$ cat config.mk
export PLATFORM = sky130hd
export DESIGN_NAME = md4_round_sequencer
export DESIGN_NICKNAME = d
export VERILOG_FILES = /design/src/rtl/md4_round_sequencer.sv
export SDC_FILE = /design/constraint.sdc
export NUM_CORES = 2
export LEC_CHECK = 0
export CAP_MARGIN = 30
export CORE_MARGIN = 4
export CORE_UTILIZATION = 50
export DETAILED_ROUTE_END_ITERATION = 10
export GPL_TIMING_DRIVEN = 0
export PLACE_DENSITY = 0.71
export RECOVER_POWER = 50
export SYNTH_ARGS = -nofsm -noshare
export SYNTH_HDL_FRONTEND = slang
export SYNTH_SLANG_ARGS = --single-unit
$ cat constraint.sdc
create_clock -name clk -period 8.5 [get_ports clk]
set_input_delay 0.85 -clock clk [delete_from_list [all_inputs] [get_ports clk]]
set_output_delay 0.85 -clock clk [all_outputs]
set_load 0.01 [all_outputs]
$ cat src/rtl/md4_round_sequencer.sv
// Iterative MD4 compression: 48 steps, one per clock, on one captured block.
// Latency 49 cycles from start to done; start is ignored while busy.
module md4_round_sequencer #(
  parameter bit FEED_FORWARD = 1'b1
) (
  input  logic         clk,
  input  logic         rst_n,
  input  logic         start,
  input  logic [511:0] block,
  input  logic [31:0]  a_in,
  input  logic [31:0]  b_in,
  input  logic [31:0]  c_in,
  input  logic [31:0]  d_in,
  output logic         busy,
  output logic         done,
  output logic [5:0]   step,
  output logic [31:0]  out_a,
  output logic [31:0]  out_b,
  output logic [31:0]  out_c,
  output logic [31:0]  out_d
);

  typedef enum logic [1:0] {IDLE, RUN, FIN} state_t;

  state_t        state, state_nxt;
  logic [511:0]  blk_q;
  logic [31:0]   cap_a, cap_b, cap_c, cap_d;
  logic [31:0]   wa, wb, wc, wd;
  logic [5:0]    step_q;
  logic          done_q;
  logic          last_step;

  logic [1:0]    rnd;
  logic [3:0]    idx;
  logic [31:0]   fn, kc, xw, sum, rot;
  logic [3:0]    widx;
  logic [4:0]    sh;

  function automatic logic [31:0] rotl(input logic [31:0] x, input logic [4:0] s);
    logic [63:0] t;
    t = {x, x} << s;
    return t[63:32];
  endfunction

  assign last_step = (step_q == 6'd47);
  assign rnd       = step_q[5:4];
  assign idx       = step_q[3:0];

  always_ff @(posedge clk or negedge rst_n) begin
    if (!rst_n) state <= IDLE;
    else        state <= state_nxt;
  end

  always_comb begin
    state_nxt = state;
    case (state)
      IDLE:    if (start) state_nxt = RUN;
      RUN:     if (last_step) state_nxt = FIN;
      FIN:     state_nxt = IDLE;
      default: state_nxt = IDLE;
    endcase
  end

  always_comb begin
    busy = (state != IDLE);
  end

  // Round function, constant, message word and shift for the current step.
  always_comb begin
    fn   = 32'd0;
    kc   = 32'd0;
    widx = 4'd0;
    sh   = 5'd0;
    case (rnd)
      2'd0: begin
        fn   = (wb & wc) | (~wb & wd);
        widx = idx;
        case (idx[1:0])
          2'd0: sh = 5'd3;
          2'd1: sh = 5'd7;
          2'd2: sh = 5'd11;
          default: sh = 5'd19;
        endcase
      end
      2'd1: begin
        fn   = (wb & wc) | (wb & wd) | (wc & wd);
        kc   = 32'h5A827999;
        widx = {idx[1:0], idx[3:2]};
        case (idx[1:0])
          2'd0: sh = 5'd3;
          2'd1: sh = 5'd5;
          2'd2: sh = 5'd9;
          default: sh = 5'd13;
        endcase
      end
      default: begin
        fn   = wb ^ wc ^ wd;
        kc   = 32'h6ED9EBA1;
        widx = {idx[0], idx[1], idx[2], idx[3]};
        case (idx[1:0])
          2'd0: sh = 5'd3;
          2'd1: sh = 5'd9;
          2'd2: sh = 5'd11;
          default: sh = 5'd15;
        endcase
      end
    endcase
  end

  assign xw  = blk_q[{widx, 5'd0} +: 32];
  assign sum = wa + fn + xw + kc;
  assign rot = rotl(sum, sh);

  always_ff @(posedge clk or negedge rst_n) begin
    if (!rst_n) begin
      blk_q  <= '0;
      cap_a  <= '0; cap_b <= '0; cap_c <= '0; cap_d <= '0;
      wa     <= '0; wb    <= '0; wc    <= '0; wd    <= '0;
      step_q <= '0;
      done_q <= 1'b0;
      out_a  <= '0; out_b <= '0; out_c <= '0; out_d <= '0;
    end else begin
      done_q <= 1'b0;
      case (state)
        IDLE: if (start) begin
          blk_q  <= block;
          cap_a  <= a_in; cap_b <= b_in; cap_c <= c_in; cap_d <= d_in;
          wa     <= a_in; wb    <= b_in; wc    <= c_in; wd    <= d_in;
          step_q <= 6'd0;
        end
        // Rotating register form of the standard a/d/c/b argument rotation.
        RUN: begin
          wa <= wd;
          wb <= rot;
          wc <= wb;
          wd <= wc;
          if (!last_step) step_q <= step_q + 6'd1;
        end
        FIN: begin
          done_q <= 1'b1;
          out_a  <= FEED_FORWARD ? wa + cap_a : wa;
          out_b  <= FEED_FORWARD ? wb + cap_b : wb;
          out_c  <= FEED_FORWARD ? wc + cap_c : wc;
          out_d  <= FEED_FORWARD ? wd + cap_d : wd;
        end
        default: ;
      endcase
    end
  end

  assign done = done_q;
  assign step = step_q;

endmodule

After elaboration in Yosys (flattened, before gate mapping)
Cells that the tools add are included.
{"block": "word_totals", "regBits": 905, "latchBits": 0, "ramBits": 0, "romBits": 0, "inputBits": 643, "output_inout_bits": 136, "word_cells": 76, "mem_count": 0}
{"block": "classes", "addsub": 8, "n_mul": 0, "div_mod_pow": 0, "magnitude_cmp": 0, "eq_ne": 9, "shifts": 2, "n_mux": 22, "bitwise_logic": 10, "n_reduce_logical": 9}
{"op": "indexed part select 512 x 10 -> 32 bit", "count": 1}
{"op": "case mux 32 bit (2 select lines)", "count": 5}
{"op": "adder 32 bit", "count": 7}
{"op": "AND 32 bit", "count": 4}
{"op": "2-to-1 mux 32 bit", "count": 4}
{"op": "bitwise OR 32 bit", "count": 3}
{"op": "<< shifter 64 x 5 -> 64 bit", "count": 1}
{"op": "bitwise XOR 32 bit", "count": 2}
{"op": "case mux 31 bit (2 select lines)", "count": 1}
{"op": "inverter 32 bit", "count": 1}
{"op": "case mux 4 bit (3 select lines)", "count": 2}
{"op": "case mux 5 bit (3 select lines)", "count": 1}
{"op": "2-to-1 mux 6 bit", "count": 2}
{"op": "case mux 6 bit (2 select lines)", "count": 1}
{"op": "case mux 5 bit (2 select lines)", "count": 1}
{"op": "case mux 4 bit (2 select lines)", "count": 1}
{"op": "adder 6 x 1 -> 6 bit, second input constant", "count": 1}
{"op": "== test 2 x 1 -> 1 bit, second input constant", "count": 3}
{"op": "== test 6 bit, second input constant", "count": 1}
{"op": "zero test 2 bit", "count": 3}
{"op": "inequality test 2 bit, second input constant", "count": 3}
{"op": "AND reduction 2 bit", "count": 3}
{"op": "== test 2 bit, second input constant", "count": 2}
{"op": "2-to-1 mux 2 bit", "count": 2}
{"op": "other kinds (4)", "count": 5}

Logic depth before layout (Yosys ltp)
{"block": "depth", "word_depth": 9, "ltp_mapped": 25, "depth_no_buf": 23}

Worst setup path after synthesis
Ideal clock, no wire load.
{"block": "synth_path", "path_type": "reg-to-reg", "startpoint": "reg step_q[4], in the netlist step[4]", "endpoint": "reg wb[12]", "setup_ns": 0.139, "arrival_time_ns": 6.290, "setup_slack_ns": 2.071, "stages_incl_launch_ff": 26, "n_path_buf": 4, "path_cell_list": "dfrtp_1 > buf_6 > mux2i_1 > o21a_1 > clkbuf_1 > buf_1 > buf_2 > mux4_2 > mux2i_1 > a21oi_1 > fa_1 > ha_1 > ha_1 > inv_1 > fa_1 > nor2b_1 > o2111ai_1 > nand4b_1 > a31oi_1 > o41ai_1 > nor2_1 > xnor2_1 > mux2i_1 > o31ai_1 > a221oi_1 > a22oi_1"}
{"block": "synth_between", "elab_chain_cells": 7}
{"item": "from (decl)", "line": "29", "rtl": "logic [5:0] step_q;"}
{"item": "from (signal assigned)", "line": "137", "rtl": "if (!last_step) step_q <= step_q + 6'd1;"}
{"item": "== test 2 x 1 -> 1 bit / zero test 2 bit (equally long branches)", "line": "74", "rtl": "case (rnd)"}
{"item": "case mux 4 bit (2 select lines) / case mux 32 bit (2 select lines) (equally long branches)", "line": "74"}
{"item": "indexed part select 512 x 10 -> 32 bit / adder 32 bit (equally long branches)", "line": "110, 111"}
{"item": "adder 32 bit (2 in series)", "line": "111", "rtl": "assign sum = wa + fn + xw + kc;"}
{"item": "<< shifter 64 x 5 -> 64 bit *", "line": "41", "rtl": "t = {x, x} << s;"}
{"item": "case mux 32 bit (2 select lines) *", "line": "124", "rtl": "case (state)"}
{"item": "to (signal assigned)", "line": "128", "rtl": "wa <= a_in; wb <= b_in; wc <= c_in; wd <= d_in;"}
{"item": "to (signal assigned)", "line": "134", "rtl": "wb <= rot;"}
{"item": "to (decl)", "line": "28", "rtl": "logic [31:0] wa, wb, wc, wd;"}
Every way passes the cells marked *; elsewhere a longest branch is shown, timed or not.
A chain may end at the register's enable or synchronous reset.

Worst setup path after layout
{"block": "layout_path", "startpoint": "reg step_q[5], in the netlist step[5]", "endpoint": "reg wb[16]"}
Same word-level chain as after synthesis.

==> impl_results.md <==
* Worst clock skew at 0.02449 ns
* Ys async rst share at between 90% and 100%
* Syn Area/Cell at 8.697 µm²
* Maximum root-to-sink buffer count at 3
* Root buffer cell: clkbuf_16
* Crit-path max FO at 11
* Top Ports at 779
* Core area at 100100 µm²
* Die span in x at between 300 and 400 µm
* Final Hold Fails at 0
* Avg Vias per Cell at 5.913
* HP Class: reg2reg
* Routed len/inst at 26.23 µm
* Crit path DAT at 8.89 ns
* PwrDens at 145.4 nW/µm²
* Area growth syn-to-layout at 26.17%
* Largest Register: blk_q
* Unrepaired setup endpoints after global routing: false
* Synth warnings at 0
* Failing checks: capacitance limit, slew limit
* Status: complete, but fails checks
* Non-filler instance count after layout at 8095
* Final nets at between 7000 and 8000
* Register bit total from synthesis at 905
* Crit path time final at 8.356 ns
* Worst Setup End Kind: flop
* Worst VDD drop at 0.1358 mV
* Library cells used by synthesis at 75
* Drt drc at 0
* Final Cell Area at 63610 µm²
* Detailed Route Iter0 Violations at 5255
* Most common cell after layout, fill and taps aside: nand2_1
* Synthesized area at 50420 µm²
* Clock sink total at 905
* Area contributors post-synth: dfrtp_1 (45%), nand2_1 (18%), mux4_2 (5.5%)
* LEAKAGE at 31.75 nW
* Die Ht at 325.5 µm
* Worst slew margin at -125.3%
* CTS Hold Buffers Added at 0
* R2R Setup Slk at 0.14 ns
* CP cell instances: buf_2 > a21oi_1 > a21oi_2 > clkbuf_2 > clkbuf_2 > mux4_2 > mux2i_1 > a21oi_1 > fa_1 > ha_1 > ha_1 > inv_1 > fa_1 > nor2b_1 > o2111ai_1 > nand4b_1 > a31oi_2 > o211a_1 > a2111oi_0 > o21ai_0 > o21ai_0 > o211ai_1 > o21ai_1 > a21oi_1
* Initial Utilization at 50.34%
* Tightest Pin Transition at approximately 3.4 ns
* Crit share post-route at 98.31%
* Post CTS Setup Buffer Count at 0
* Crit path top cell by count: a21oi_1
* Layout cells sized above 1 at 5.298%
* TritonCTS clock tree: done
* Setup Viol. Count Final at 0
* Initial antenna violation count at 24
* Cells after DPL at 7895
* Most frequent cells in the layout: nand2_1 (2462), dfrtp_1 (904), clkdlybuf4s50_1 (645)
* Row count at 116
* Vias in the first global route at 47730
* Buf/Inv on CP at 4
* Crit path launch type: flop
* Dominant synthesized flop cell: dfrtp_1
* Number of CTS-inserted buffers at 97
* MaxCap Viol Count at 6
* Slew Limit Fails at 482
* Total gr overflow at 0
* Via Count at 47870
* Critical path's slowest cell: a2111oi_0
* Largest net degree at the start of global routing at about 130
* Clk slew on worst S/H paths at 0.06 ns
* Final wirelength at between 200 and 250 mm
* Max FFs per register at 512
* Fillcell total at 8664
* Later-pin clock latency in the skew report at 0.70 ns
* Hold path start: blk_q[267]
* Cells after synthesis at 5797
* Detailed Routing Iterations Pass 1 at 6
* Seq/Total Area, Yosys at 44.92%
* Placer Congestion at a little under 1
* Worst r2r src: step[5]
* Critical Path RT at about 9 ns
* Max Freq at about 120 MHz
* Pwr Total at 9.246 mW
* Post-DP HPWL at between 150 and 200 mm
* PortBufs at 778
* Critical path's top delay family: compound AO/OA/AOI/OAI gates
* Top cell type's share of synthesized area at 44.92%
* Post-DP Area at 60280 µm²
* Overall global routing resource usage at 39.32%
* Critical Path Start: step[5]
* EDFF count, synth at 0
* Antenna Violating Nets Remaining at 0
* WS Path Type: reg2reg
* CP max stage delay at 0.76 ns
* # H-tree levels at 3
* Full die area at 106000 µm²
* Syn nets at 6698
* Global-route wire length before repair at between 300 and 400 mm
* Yosys top cell by area: dfrtp_1
final cells by class:
cell class              count  area [µm²]  area share, %
plain buffers             315        1230          1.933
inverters                 115       431.7         0.6786
diodes                     21       52.55        0.08261
repair buffers            803        8127          12.77
flip-flops and latches    905       22650          35.60
multi-input cells        4459       26140          41.09
clock buffers             132        2801          4.404
clock inverters            47       558.0         0.8772
well taps                1298        1624          2.553
metrics by stage:
| step | hold WS [ns] | setup TNS, ns | util [%] | setup WS, ns |
|---|---|---|---|---|
| floorplan | 0.4403 | 0 | - | 2.071 |
| global placement | 0.4522 | - | 59.74 | -34.35 |
| detailed placement | 0.4576 | -10.20 | 60.19 | -0.6531 |
| CTS | 0.08025 | 0 | 63.56 | 0.1104 |
| global route | 0.4873 | 0 | 63.51 | 0.06452 |
| finish | 0.4698 | 0 | 63.52 | 0.1436 |
worst register-to-register path, delay by kind of cell (launching register included):
kind	cells	cell delay, ns
compound gates	12	3.53
fa+ha+maj	4	1.48
buf+inv	4	1.30
flops	1	0.58
mux	2	0.86
simple gates	2	0.44
worst paths after layout:
check                             end  cells after the start
min reg2reg                blk_q[267]                      2
max in group asynchronous  blk_q[115]                      4
min in group asynchronous   out_d[16]                      1
min                        blk_q[267]                      2
max                            wb[16]                     24
max reg2reg                    wb[16]                     24
per-layer routing:
layer  up-vias  global-route usage (%)  wire length [µm]
met5         -                       0                56
met4         8                   26.60             17550
met3       649                   7.722             18970
met2      2664                   63.70             98200
met1     23310                   47.81             77560
li1      21240                       -                 -
synthesized netlist by cell type, types with 31 or more instances:
cell type / instances
nand3_1: 135
dfrtp_1: 905
clkbuf_1: 284
xnor2_1: 63
o21ai_0: 217
nor3_1: 53
ha_1: 167
o211ai_1: 31
nor2_1: 181
fa_1: 91
mux4_2: 124
and3_1: 38
nand2_1: 2462
inv_1: 115
a21oi_1: 245
xor2_1: 58
a211oi_1: 69
mux2i_1: 77
a21o_1: 73
cells by family (layout without fill, tap and decap cells):
family                     after synthesis  in the layout  share of synthesized area [%]
AOI/OAI and AO/OA                      849            849                          10.62
DFF                                    905            905                          44.92
adders and majority gates              258            258                          7.758
muxes                                  209            209                          7.261
xor gates and xnor gates               121            121                          2.102
other                                    0             21                              0
and+or+nand+nor                       3022           3022                          24.05
buffers and inverters                  433           1412                          3.293
power breakdown:
group / switching (mW) / internal (mW)
clock: 1.89 / 2.62
combinational: 0.165 / 0.266
sequential: 0 / 4.31
what timing repair did:
action	CTS	global route
endpoints found under the setup margin	32	32
resized for setup	8	7
cloned	0	0
Note: power is estimated with default switching activity, not from simulation.
